===== config.mk =====
export PLATFORM = sky130hd
export DESIGN_NAME = lcd_capture_rgb565
export DESIGN_NICKNAME = d
export VERILOG_FILES = /design/src/rtl/lcd_capture_rgb565.sv
export SDC_FILE = /design/constraint.sdc
export NUM_CORES = 1
export LEC_CHECK = 0
export ABC_AREA = 1
export CELL_PAD_IN_SITES_DETAIL_PLACEMENT = 0
export CELL_PAD_IN_SITES_GLOBAL_PLACEMENT = 1
export CORE_MARGIN = 4
export CORE_UTILIZATION = 40
export DETAILED_ROUTE_END_ITERATION = 10
export PLACE_DENSITY = 0.78
export SLEW_MARGIN = 20
export SYNTH_ARGS = -nofsm -noshare
export SYNTH_HDL_FRONTEND = slang
export SYNTH_SLANG_ARGS = --single-unit

===== constraint.sdc =====
create_clock -name iClk -period 6.51 [get_ports iClk]
set_input_delay 1.302 -clock iClk [delete_from_list [all_inputs] [get_ports iClk]]
set_output_delay 1.302 -clock iClk [all_outputs]
set_load 0.05 [all_outputs]

===== src/rtl/lcd_capture_rgb565.sv =====
// rtl/lcd_capture_rgb565.sv - RGB565 HSync/VSync video capture into a linear 16-bit frame RAM
//
// Ports:
//   iClk, iRsn        clock, asynchronous active-low reset
//   iEnClk            pixel-rate enable; sampling and state advance only when high
//   iCapEn            1 = capture frames continuously, 0 = stop after current frame
//   iVidHSync/VSync   active-high line / frame data windows
//   iVidR/G/B         5/6/5 pixel colour
//   oRamWrEn          one-iClk write strobe
//   oRamWrAddr/Data   write address / {R,G,B}, held between writes
//   oBusy             capture engine not idle
//   oFrameDone        one-iClk pulse at end of each captured frame
//   oErr              sticky short-line / short-frame flag, cleared on capture start

module lcd_capture_rgb565 #(
    parameter int H_SKIP   = 2,
    parameter int H_ACTIVE = 480,
    parameter int V_SKIP   = 2,
    parameter int V_ACTIVE = 272
) (
    input  logic        iClk,
    input  logic        iRsn,
    input  logic        iEnClk,
    input  logic        iCapEn,
    input  logic        iVidHSync,
    input  logic        iVidVSync,
    input  logic [4:0]  iVidR,
    input  logic [5:0]  iVidG,
    input  logic [4:0]  iVidB,
    output logic        oRamWrEn,
    output logic [16:0] oRamWrAddr,
    output logic [15:0] oRamWrData,
    output logic        oBusy,
    output logic        oFrameDone,
    output logic        oErr
);

    localparam logic [1:0] ST_IDLE    = 2'd0;
    localparam logic [1:0] ST_ARM     = 2'd1;
    localparam logic [1:0] ST_WAIT_V  = 2'd2;
    localparam logic [1:0] ST_CAPTURE = 2'd3;

    localparam logic [16:0] H_LO     = 17'(H_SKIP);
    localparam logic [16:0] H_HI     = 17'(H_SKIP + H_ACTIVE);
    localparam logic [16:0] V_LO     = 17'(V_SKIP);
    localparam logic [16:0] V_HI     = 17'(V_SKIP + V_ACTIVE);
    localparam logic [16:0] ROW_STEP = 17'(H_ACTIVE);
    localparam logic [15:0] H_SKIP16 = 16'(H_SKIP);

    logic [1:0]  state;

    // input stage and one-sample history for edge detection
    logic        hs_q, vs_q, hs_d, vs_d;
    logic [15:0] pix_q;

    logic [15:0] hpix;
    logic [15:0] line;
    logic [16:0] row_base;

    logic        hs_rise, hs_fall, vs_rise, vs_fall;
    logic [15:0] cur_hpix, hpix_inc, line_inc, line_after, col;
    logic        line_act, pix_act, wr_hit, line_short, frame_short;
    logic [16:0] wr_addr;

    always_comb begin
        hs_rise     = hs_q & ~hs_d;
        hs_fall     = ~hs_q & hs_d;
        vs_rise     = vs_q & ~vs_d;
        vs_fall     = ~vs_q & vs_d;
        // the sample that carries the HSync rise is pixel 0 of the line
        cur_hpix    = hs_rise ? 16'd0 : hpix;
        hpix_inc    = (cur_hpix == 16'hFFFF) ? cur_hpix : cur_hpix + 16'd1;
        line_inc    = (line == 16'hFFFF) ? line : line + 16'd1;
        line_act    = ({1'b0, line} >= V_LO) && ({1'b0, line} < V_HI);
        pix_act     = ({1'b0, cur_hpix} >= H_LO) && ({1'b0, cur_hpix} < H_HI);
        wr_hit      = (state == ST_CAPTURE) && vs_q && hs_q && line_act && pix_act;
        col         = cur_hpix - H_SKIP16;
        wr_addr     = row_base + {1'b0, col};
        // hpix holds the sample count of the line just ended
        line_short  = hs_fall && line_act && ({1'b0, hpix} < H_HI);
        // a coincident line end counts toward the frame's line total
        line_after  = hs_fall ? line_inc : line;
        frame_short = ({1'b0, line_after} < V_HI);
    end

    assign oBusy = (state != ST_IDLE);

    always_ff @(posedge iClk or negedge iRsn) begin
        if (!iRsn) begin
            state      <= ST_IDLE;
            hs_q       <= 1'b0;
            vs_q       <= 1'b0;
            hs_d       <= 1'b0;
            vs_d       <= 1'b0;
            pix_q      <= 16'd0;
            hpix       <= 16'd0;
            line       <= 16'd0;
            row_base   <= 17'd0;
            oRamWrEn   <= 1'b0;
            oRamWrAddr <= 17'd0;
            oRamWrData <= 16'd0;
            oFrameDone <= 1'b0;
            oErr       <= 1'b0;
        end else begin
            // strobes last exactly one iClk regardless of the enable
            oRamWrEn   <= 1'b0;
            oFrameDone <= 1'b0;
            if (iEnClk) begin
                hs_q  <= iVidHSync;
                vs_q  <= iVidVSync;
                hs_d  <= hs_q;
                vs_d  <= vs_q;
                pix_q <= {iVidR, iVidG, iVidB};

                if (wr_hit) begin
                    oRamWrEn   <= 1'b1;
                    oRamWrAddr <= wr_addr;
                    oRamWrData <= pix_q;
                end

                case (state)
                    ST_IDLE: begin
                        if (iCapEn) begin
                            state <= ST_ARM;
                            oErr  <= 1'b0;
                        end
                    end
                    ST_ARM: begin
                        // wait out any frame already in progress
                        if (!iCapEn) begin
                            state <= ST_IDLE;
                        end else if (!vs_q) begin
                            state <= ST_WAIT_V;
                        end
                    end
                    ST_WAIT_V: begin
                        if (!iCapEn) begin
                            state <= ST_IDLE;
                        end else if (vs_rise) begin
                            state    <= ST_CAPTURE;
                            hpix     <= 16'd0;
                            line     <= 16'd0;
                            row_base <= 17'd0;
                        end
                    end
                    ST_CAPTURE: begin
                        if (hs_q) begin
                            hpix <= hpix_inc;
                        end
                        if (hs_fall) begin
                            line <= line_inc;
                            // realign to the next row even when this line was short
                            if (line_act) begin
                                row_base <= row_base + ROW_STEP;
                            end
                            if (line_short) begin
                                oErr <= 1'b1;
                            end
                        end
                        if (vs_fall) begin
                            oFrameDone <= 1'b1;
                            if (frame_short) begin
                                oErr <= 1'b1;
                            end
                            state <= iCapEn ? ST_WAIT_V : ST_IDLE;
                        end
                    end
                    default: state <= ST_IDLE;
                endcase
            end
        end
    end

endmodule


==> metrics, run 1 <==
I/O Pins 59; share of the synthesized area in the top cell type 39.3%; Post-synth EDFFs 0; Hold Path Class flip-flop to flip-flop; Antenna diodes 0; Worst Path Required between 6 and 7 ns; Post-CTS Setup Repair Bufs 0; core area roughly 0.016 mm²; Vias 5,700; Final Max Slew Viols 0; HPWL Detailed 12.1 mm; Die Wd 135 µm; total grt overflow 0; Post-synth ARST share 100%; Sinks on Clock Net 102; CTS Buf Count 9; Avg Cell Area, Syn approximately 7.5 µm²; leading area contributor after synthesis dfrtp_1; die area between 0.015 and 0.02 mm²; Setup-failing EPs final 0; CTS root buf clkbuf_16; power share of the clock group between 15 and 20%; static leakage 3.49 nW; P_sw around 0.0019 W; first drt pass iteration count 5; Comb power frac 58.7%; nets 961; Sw Share approximately half; pwr/cell area about 500 mW/mm²; Rel. slew slack 54.4%; Detail Route Antenna Nets 0; GRT Util Overall 18.7%; antenna violations before repair 0; H-tree depth 3; Final min period 4.41 ns; status complete, no violations; initial DRC count between 300 and 400; Area contributors post-synth dfrtp_1 (39%), nand2_1 (12%), inv_1 (6.8%), nand3_1 (4.7%), o21ai_0 (4.5%); setup TNS 0 ns; post-synthesis cell type count between 50 and 60; Startpoint Class input port; final wirelength around 16 mm; sequential share of the synthesized area 39.3%; Worst Skew 0.00832 ns; Die Span Y 135 µm; fill cell count 1,638; CTS tree done; Max-Cap Viols 0; WL/cell approximately 14 µm; most frequent cell after synthesis nand2_1; Synth Warn # 0; worst hold slack approximately 0.49 ns; hold buffers post-CTS 0; final hold violation count 0; port buffer count 58; layout cells sized above 1 approximately 7.0%; post-synthesis cell area 0.00649 mm²; first-pass GRT wire length 27.7 mm; Row Count between 40 and 50; Int Power 0.00188 W; arrival time at the worst endpoint 4.66 ns; Final Cycle Share 67.7%; RSZ-0062 raised after global routing no; peak supply drop 0.000330 V; Slew @ Worst Pin between 0.6 and 0.7 ns; synthesis-stage register bit count 102; worst skew pair latency 0.36 ns; Reg power frac 25.7%; Max Freq 0.227 GHz; worst-path fanout max 55; Vias/cell 5.00; initial core utilization approximately two fifths; worst setup path class input port to flip-flop; Crit. End Element flip-flop; Clock Pin Slew Worst Setup and Hold Paths 0.08 ns; CTS Buffer Depth 2; Syn Inst Count 867; GPL Wtd Cong 0.878; net count after synthesis 909; area grow syn2layout 16.4%; Post-CTS Resized 0; vias in the first global route about 5,700; largest net degree at the start of global routing 56; ys flop type dfrtp_1; # DRC 0; most frequent cells after synthesis nand2_1 (202), inv_1 (118), dfrtp_1 (102)
-- per-stage QoR --
step                power, W  utilization (%)  cells  worst slack (ns)  area [µm²]
global placement     0.00322             45.5   1124              1.76        7230
finish               0.00380             47.6   1140              2.10        7560
CTS                  0.00382             47.6   1140              2.05        7550
global route         0.00415             47.6   1140              1.76        7560
detailed placement   0.00320             45.5   1124              1.67        7230
floorplan            0.00263                -    867              3.71        6490
-- power groups by stage --
| stage | combinational, W | clock (W) | sequential (W) |
|---|---|---|---|
| after floorplan | 0.00148 | 0 | 0.00116 |
| after global placement | 0.00224 | 0 | 0.000985 |
| after detailed placement | 0.00222 | 0 | 0.000979 |
| after CTS | 0.00224 | 0.000612 | 0.000973 |
| after global routing | 0.00251 | 0.000639 | 0.00100 |
| final | 0.00223 | 0.000593 | 0.000975 |
-- per-layer routing --
layer / track usage [%] / vias up / routed length [µm]
li1: - / 2948 / -
met1: 26.0 / 2616 / 7970
met2: 29.8 / 110 / 7310
met3: 3.23 / 26 / 651
met4: 5.82 / 0 / 313
met5: 0 / - / 0
-- worst paths after layout --
kind | from | end | slack, ns | depth (start not counted)
worst max register to register | state[0] | oRamWrAddr[8] | 3.12 | 11
worst min register to register | oRamWrAddr[0] | oRamWrAddr[0] | 0.49 | 2
max in group asynchronous | iRsn | hpix[8] | 4.45 | 2
min in group asynchronous | iRsn | oRamWrData[1] | 0.95 | 1
worst min-delay path | oRamWrAddr[0] | oRamWrAddr[0] | 0.49 | 2
worst max-delay path | iEnClk | oRamWrAddr[8] | 2.10 | 13
-- final cells by class --
| type | instances | area [µm²] | share of cell area [%] |
|---|---|---|---|
| Clock buffer | 9 | 225 | 2.98 |
| Clock inverter | 7 | 95.1 | 1.26 |
| Inverter | 123 | 464 | 6.14 |
| Multi-Input combinational cell | 622 | 3350 | 44.3 |
| Sequential cell | 102 | 2550 | 33.8 |
| Tap cell | 216 | 270 | 3.58 |
| Timing Repair Buffer | 61 | 601 | 7.95 |
-- sequential cells by signal (all words and copies together) (netlist names), 2 cells and up --
| name | count |
|---|---|
| oRamWrAddr | 17 |
| hpix | 16 |
| line | 16 |
| oRamWrData | 16 |
| pix_q | 16 |
| row_base | 12 |
| state | 2 |
-- critical path, cell delays in order --
cell	delay, ns
clkdlybuf4s50_1	0.46
buf_4	0.36
inv_1	0.17
nor2_4	0.19
inv_1	0.26
nor2_2	0.53
o2111ai_1	0.23
nor3b_2	0.27
nand2_4	0.38
inv_4	0.25
nand3_1	0.09
o21ai_1	0.08
inv_1	0.05
-- kinds of logic (layout without fill, tap and decap cells) --
family	Yosys count	in the layout	synth area share, %
compound gates	163	163	15.0
xor+xnor	35	35	4.72
fa+ha+maj	20	20	3.85
buf+inv	143	200	9.15
flops	102	102	39.3
other cells	1	1	0.0577
simple gates	403	403	28.0
-- cell usage in the layout, fill, tap and decap left out, drive strengths merged, types with 10 or more instances in the layout --
cell type      instances
o22ai                 13
nand3                 63
o21ai                 89
a21oi                 30
nor2                  86
nand2                211
o31ai                 10
dfrtp                102
xor2                  27
nand4                 12
ha                    20
inv                  129
nor3                  21
clkdlybuf4s50         57
Note: power is estimated with default switching activity, not from simulation.
==> inputs of run 2 (changes only) <==
- clock period: 6.51 -> 4.5 ns (I/O delays scaled with it)
==> run 2 against run 1 <==
Flip-flop and latch count did not move. Total power rose by 43%. First-iteration DRC count fell by 24%. Worst setup slack worse by 0.92 ns. Sequential share of layout area hardly changed. Design area about the same. Die area is the same. Global-route usage rose by 0.24 points. Count of clock-buffer cells in the layout unchanged. Cell count up 0.26%. Clock skew up 0.00095 ns.
==> metrics, run 2 (same netlist as run 1, synthesis figures left out) <==
status complete, no violations (unchanged); Startpoint Class input port (unchanged); area grow syn2layout 16.4% (about the same); CTS tree done (unchanged); first-pass GRT wire length 28.3 mm (was 27.7 mm); Setup-failing EPs final 0 (unchanged); Die Wd 135 µm (unchanged); Final min period 3.31 ns; Post-CTS Setup Repair Bufs 0 (unchanged); I/O Pins 59 (unchanged); cell count of the worst reg-to-reg path 16 (was 11); die area 0.0183 mm² (unchanged); GRT Util Overall 18.9% (was 18.7%); peak supply drop 0.000554 V (was 0.000330 V); Max-Cap Viols 0 (unchanged); commonest cells after routing, fill and taps aside nand2_1 (202), inv_1 (118), dfrtp_1 (102) (unchanged); Row Count 46 (unchanged); routing usage on met3 3.27% (was 3.23%); RSZ-0062 raised after global routing no (unchanged); Worst Path Required 4.75 ns (was 6.77 ns); first drt pass iteration count 5 (unchanged); vias in the first global route 5,780 (was 5,677); Biggest register oRamWrAddr (unchanged); antenna violations before repair 0 (unchanged); Int Power 0.00267 W (was 0.00188 W); Slew @ Worst Pin 0.638 ns (was 0.684 ns); final core occ 47.6% (about the same); initial core utilization 40.9% (unchanged); hold buffers post-CTS 0 (unchanged); Rel. slew slack 56.4% (was 54.4%); Vias/cell 5.01 (was 5.00); max reg flops 17 (unchanged); worst setup path class input port to flip-flop (unchanged); pwr/cell area 720 mW/mm² (was 502 mW/mm²); setup TNS 0 ns (unchanged); port buffer count 58 (unchanged); PnR worst setup slack 1.19 ns (was 2.10 ns); layout cells sized above 1 7.23% (was 7.03%); commonest non-fill, non-tap cell in the layout nand2_1 (unchanged); Sinks on Clock Net 102 (unchanged); # DRC 0 (unchanged); Max Freq 0.302 GHz; fill cell count 1,645 (was 1,638); total grt overflow 0 (unchanged); Hold Path Class input port to asynchronous set/reset pin (was flip-flop to flip-flop); M2 GR Usage 31.3% (was 29.8%); HPWL Detailed 12.3 mm (was 12.1 mm); static leakage 3.50 nW (was 3.49 nW); Antenna diodes 0 (unchanged); Crit. End Element flip-flop (unchanged); Reg power frac 25.8% (was 25.7%); pre-CTS setup slack 0.784 ns (was 1.67 ns); Die Span Y 135 µm (unchanged); initial DRC count 289 (was 380); CTS Buf Count 9 (unchanged); GPL Wtd Cong 0.885 (was 0.878); largest net degree at the start of global routing 56 (unchanged); H-tree depth 3 (unchanged); worst reg2reg path startpoint hs_q (was state[0]); final wirelength 16.3 mm (was 16.2 mm); P_sw 0.00277 W (was 0.00192 W); Worst Skew 0.00927 ns (was 0.00832 ns); final hold violation count 0 (unchanged); Vias 5,721 (was 5,700); Post-CTS Resized 0 (unchanged); core area 0.0159 mm² (unchanged); CTS root buf clkbuf_16 (unchanged); Detail Route Antenna Nets 0 (unchanged); power share of the clock group 14.8% (was 15.6%); GR peak layer met2 (unchanged); reg-to-reg endpoint oRamWrAddr[16] (was oRamWrAddr[8]); nets 964 (was 961); Sw Share 50.9% (was 50.5%); Comb power frac 59.4% (was 58.7%); met1 GRT Util 26.1% (was 26.0%); worst skew pair latency 0.36 ns (about the same); Clock Pin Slew Worst Setup and Hold Paths 0.08 ns (about the same); CTS Buffer Depth 2 (unchanged); arrival time at the worst endpoint 3.56 ns (was 4.66 ns); WL/cell 14.3 µm (about the same); Final Max Slew Viols 0 (unchanged); worst-path fanout max 55 (unchanged); Setup crit start iEnClk (unchanged); FF-to-FF setup slack 1.24 ns (was 3.12 ns); Final Cycle Share 73.6%
-- run 2: changes by cell type in the layout (fill, tap and decap cells not counted) --
cell       before  now
nor2_1         74   75
inv_6           3    2
bufinv_16       1    0
inv_8           2    3
nor2_2          7    6
buf_4           4    7
clkinv_4        0    1
-- run 2: critical path, stage by stage --
cell,delay (ns)
clkdlybuf4s50_1,0.47
inv_1,0.09
nor2_4,0.20
inv_1,0.27
nor2_2,0.15
buf_4,0.22
o2111ai_1,0.15
nor3b_2,0.24
nand2_4,0.38
inv_4,0.24
nand3_1,0.09
o21ai_1,0.08
inv_1,0.05
-- run 2: power by group through the flow --
stage	Sequential (W)	Combinational (W)	Clock [W]
floorplan	0.00167	0.00214	0
global placement	0.00142	0.00325	0
detailed placement	0.00142	0.00324	0
CTS	0.00140	0.00325	0.000833
global route	0.00144	0.00366	0.000865
finish	0.00140	0.00323	0.000808
-- run 2: worst max path at each step --
| stage | endpoint | slack (ns) |
|---|---|---|
| detailed placement | oRamWrAddr[8] | 0.78 |
| global route | oRamWrAddr[16] | 0.86 |
| floorplan | oRamWrAddr[16] | 1.70 |
| global placement | row_base[8] | 0.85 |
| finish | oRamWrAddr[8] | 1.19 |
| CTS | oRamWrAddr[8] | 1.16 |
-- run 2: final cells by class --
type,count,area (µm²),area share (%)
Clock inverter,7,76.3,1.01
Clock buffer,9,225,2.98
Multi-Input combinational cell,622,3350,44.3
Inverter,123,464,6.14
Timing Repair Buffer,64,623,8.24
Tap cell,216,270,3.58
Sequential cell,102,2550,33.8
-- run 2: layer usage --
| layer | wire (µm) | vias to the layer above |
|---|---|---|
| met5 | 0 | - |
| met4 | 165 | 0 |
| met3 | 530 | 14 |
| met2 | 7660 | 89 |
| met1 | 7970 | 2661 |
| li1 | - | 2957 |
-- run 2: metrics by stage --
step           area [µm²]  std cells  hold slack (ns)  power (W)
2_1_floorplan        6490        867            0.452    0.00381
3_3_place_gp         7260       1127            0.468    0.00468
3_5_place_dp         7260       1127            0.470    0.00465
4_1_cts              7560       1143            0.441    0.00549
5_1_grt              7560       1143            0.454    0.00597
6_report             7560       1143            0.439    0.00544
==> inputs of run 3 (changes only) <==
- clock period: 4.5 -> 3.05 ns (I/O delays scaled with it)
==> run 3 against run 2 <==
Non-clock buffer count is 21 higher. Worst hold slack worse by 0.23 ns. Largest power group unchanged. Core utilization is 1.6 points higher. Via count grew 0.58%.
==> metrics, run 3 (same netlist as run 1, synthesis figures left out) <==
Final Cycle Share between 90% and 100%; worst hold slack 0.205 ns (was 0.439 ns); Worst Skew 0.0135 ns (was 0.00927 ns); Crit. End Element flip-flop (unchanged); Final Max Slew Viols 0 (unchanged); Biggest register oRamWrAddr (unchanged); first drt pass iteration count 5 (unchanged); core area 0.0159 mm² (unchanged); final hold violation count 0 (unchanged); port buffer count 58 (unchanged); max reg flops 17 (unchanged); GPL Wtd Cong 0.892 (was 0.885); pwr/cell area 1070 mW/mm² (was 720 mW/mm²); cell count of the worst reg-to-reg path 14 (was 16); area grow syn2layout 20.4% (was 16.4%); CTS tree done (unchanged); PnR Total Power 0.00836 W (was 0.00544 W); GRT Util Overall 18.6% (was 18.9%); final core occ 49.2% (was 47.6%); initial DRC count 319 (was 289); die area 0.0183 mm² (unchanged); Detail Route Antenna Nets 0 (unchanged); nets 985 (was 964); Antenna diodes 0 (unchanged); H-tree depth 3 (unchanged); Vias/cell 4.94 (was 5.01); Max Freq 0.348 GHz; top routing layer in use met4 (unchanged); total grt overflow 0 (unchanged); first-pass GRT wire length 27.6 mm (was 28.3 mm); Max-Cap Viols 0 (unchanged); WL met1 8.24 mm (was 7.97 mm); CTS root buf clkbuf_16 (unchanged); I/O Pins 59 (unchanged); static leakage 3.63 nW (was 3.50 nW); # DRC 0 (unchanged); reg-to-reg endpoint oRamWrAddr[16] (unchanged); crit path to oRamWrAddr[16] (was oRamWrAddr[8]); worst reg2reg path startpoint hs_d (was hs_q); Sinks on Clock Net 102 (unchanged); Final min period 2.88 ns; vias in the first global route 5,473 (was 5,780); FF-to-FF setup slack 0.17 ns (was 1.24 ns); WL/cell 14.1 µm (was 14.3 µm); Worst Path Required 3.31 ns (was 4.75 ns); Startpoint Class flip-flop (was input port); Setup-failing EPs final 0 (unchanged); multi-input logic area 0.00340 mm² (was 0.00335 mm²); Vias 5,754 (was 5,721); hold buffers post-CTS 0 (unchanged); antenna violations before repair 0 (unchanged); layout cells sized above 1 10.9% (was 7.23%); wire length on met3 498 µm (was 530 µm); fill cell count 1,610 (was 1,645); met2 wire len 7.50 mm (was 7.66 mm); worst skew pair latency 0.36 ns (about the same); largest net degree at the start of global routing 49 (was 56); Die Span Y 135 µm (unchanged); status complete, no violations (unchanged); worst-path fanout max 11 (was 55); Row Count 46 (unchanged); Clock Pin Slew Worst Setup and Hold Paths 0.08 ns (about the same); worst setup path class flip-flop to flip-flop (was input port to flip-flop); CTS Buf Count 9 (unchanged); Rel. slew slack 53.5% (was 56.4%); arrival time at the worst endpoint 3.13 ns (was 3.56 ns); initial core utilization 40.9% (unchanged); pre-CTS setup slack 0.101 ns (was 0.784 ns); Seq. cell area 0.00255 mm² (about the same); commonest cells after routing, fill and taps aside nand2_1 (199), inv_1 (116), dfrtp_1 (100) (was nand2_1 (202), inv_1 (118), dfrtp_1 (102)); Die Wd 135 µm (unchanged); Slew @ Worst Pin 0.680 ns (was 0.638 ns); Setup crit start hs_d (was iEnClk); Hold Path Class input port to asynchronous set/reset pin (unchanged); CTS Buffer Depth 2 (unchanged); commonest non-fill, non-tap cell in the layout nand2_1 (unchanged); final wirelength 16.4 mm (was 16.3 mm); HPWL Detailed 12.3 mm (about the same); PnR worst setup slack 0.175 ns (was 1.19 ns); peak supply drop 0.000652 V (was 0.000554 V)
-- run 3: how the worst min path moves through the flow --
stage	slack, ns	endpoint	cells past startpoint	startpoint
2_1_floorplan	0.31	hpix[0]	0	iRsn
5_1_grt	0.25	pix_q[5]	1	iRsn
3_3_place_gp	0.47	oRamWrData[12]	2	oRamWrData[12]
3_5_place_dp	0.47	oRamWrData[12]	2	oRamWrData[12]
6_report	0.21	pix_q[5]	1	iRsn
4_1_cts	0.23	pix_q[5]	1	iRsn
-- run 3: final cells by class --
class / instances / share of cell area, %
repair buffers: 85 / 10.3
clock inverters: 7 / 1.17
inverters: 123 / 5.94
clock buffers: 9 / 2.88
well taps: 216 / 3.46
multi-input cells: 622 / 43.6
flip-flops and latches: 102 / 32.7
-- run 3: worst max-delay path: stages, from the launching register on --
cell,delay [ns]
dfrtp_2,0.45
inv_2,0.08
nand2_4,0.11
nand2_1,0.14
ha_1,0.21
nand3_2,0.14
nor3_1,0.27
xnor2_1,0.17
ha_1,0.31
a21oi_1,0.25
o21bai_1,0.12
a221oi_2,0.29
nand3_1,0.11
nand3_1,0.08
nand2_1,0.04
-- run 3: where the power goes --
group          internal (W)  switching, W
Combinational       0.00183       0.00326
Sequential          0.00173      0.000335
Clock              0.000589      0.000616
-- run 3: through the flow --
step	instance area [µm²]	cells	TNS [ns]
3_5_place_dp	7420	1145	0
3_3_place_gp	7420	1145	0
2_1_floorplan	6490	867	0
4_1_cts	7730	1161	0
5_1_grt	7820	1164	-0.0491
6_report	7820	1164	0
-- run 3: metal layers --
metal | up-vias | global-route usage, %
li1 | 3002 | -
met1 | 2648 | 26.6
met2 | 91 | 29.8
met3 | 13 | 2.34
met4 | 0 | 5.32
met5 | - | 0
-- run 3: repair_timing --
action / CTS / global route
gates resized for setup: 0 / 20
endpoints found under the hold margin: 0 / 0
buffers inserted: 0 / 3
setup endpoints to repair: 0 / 8
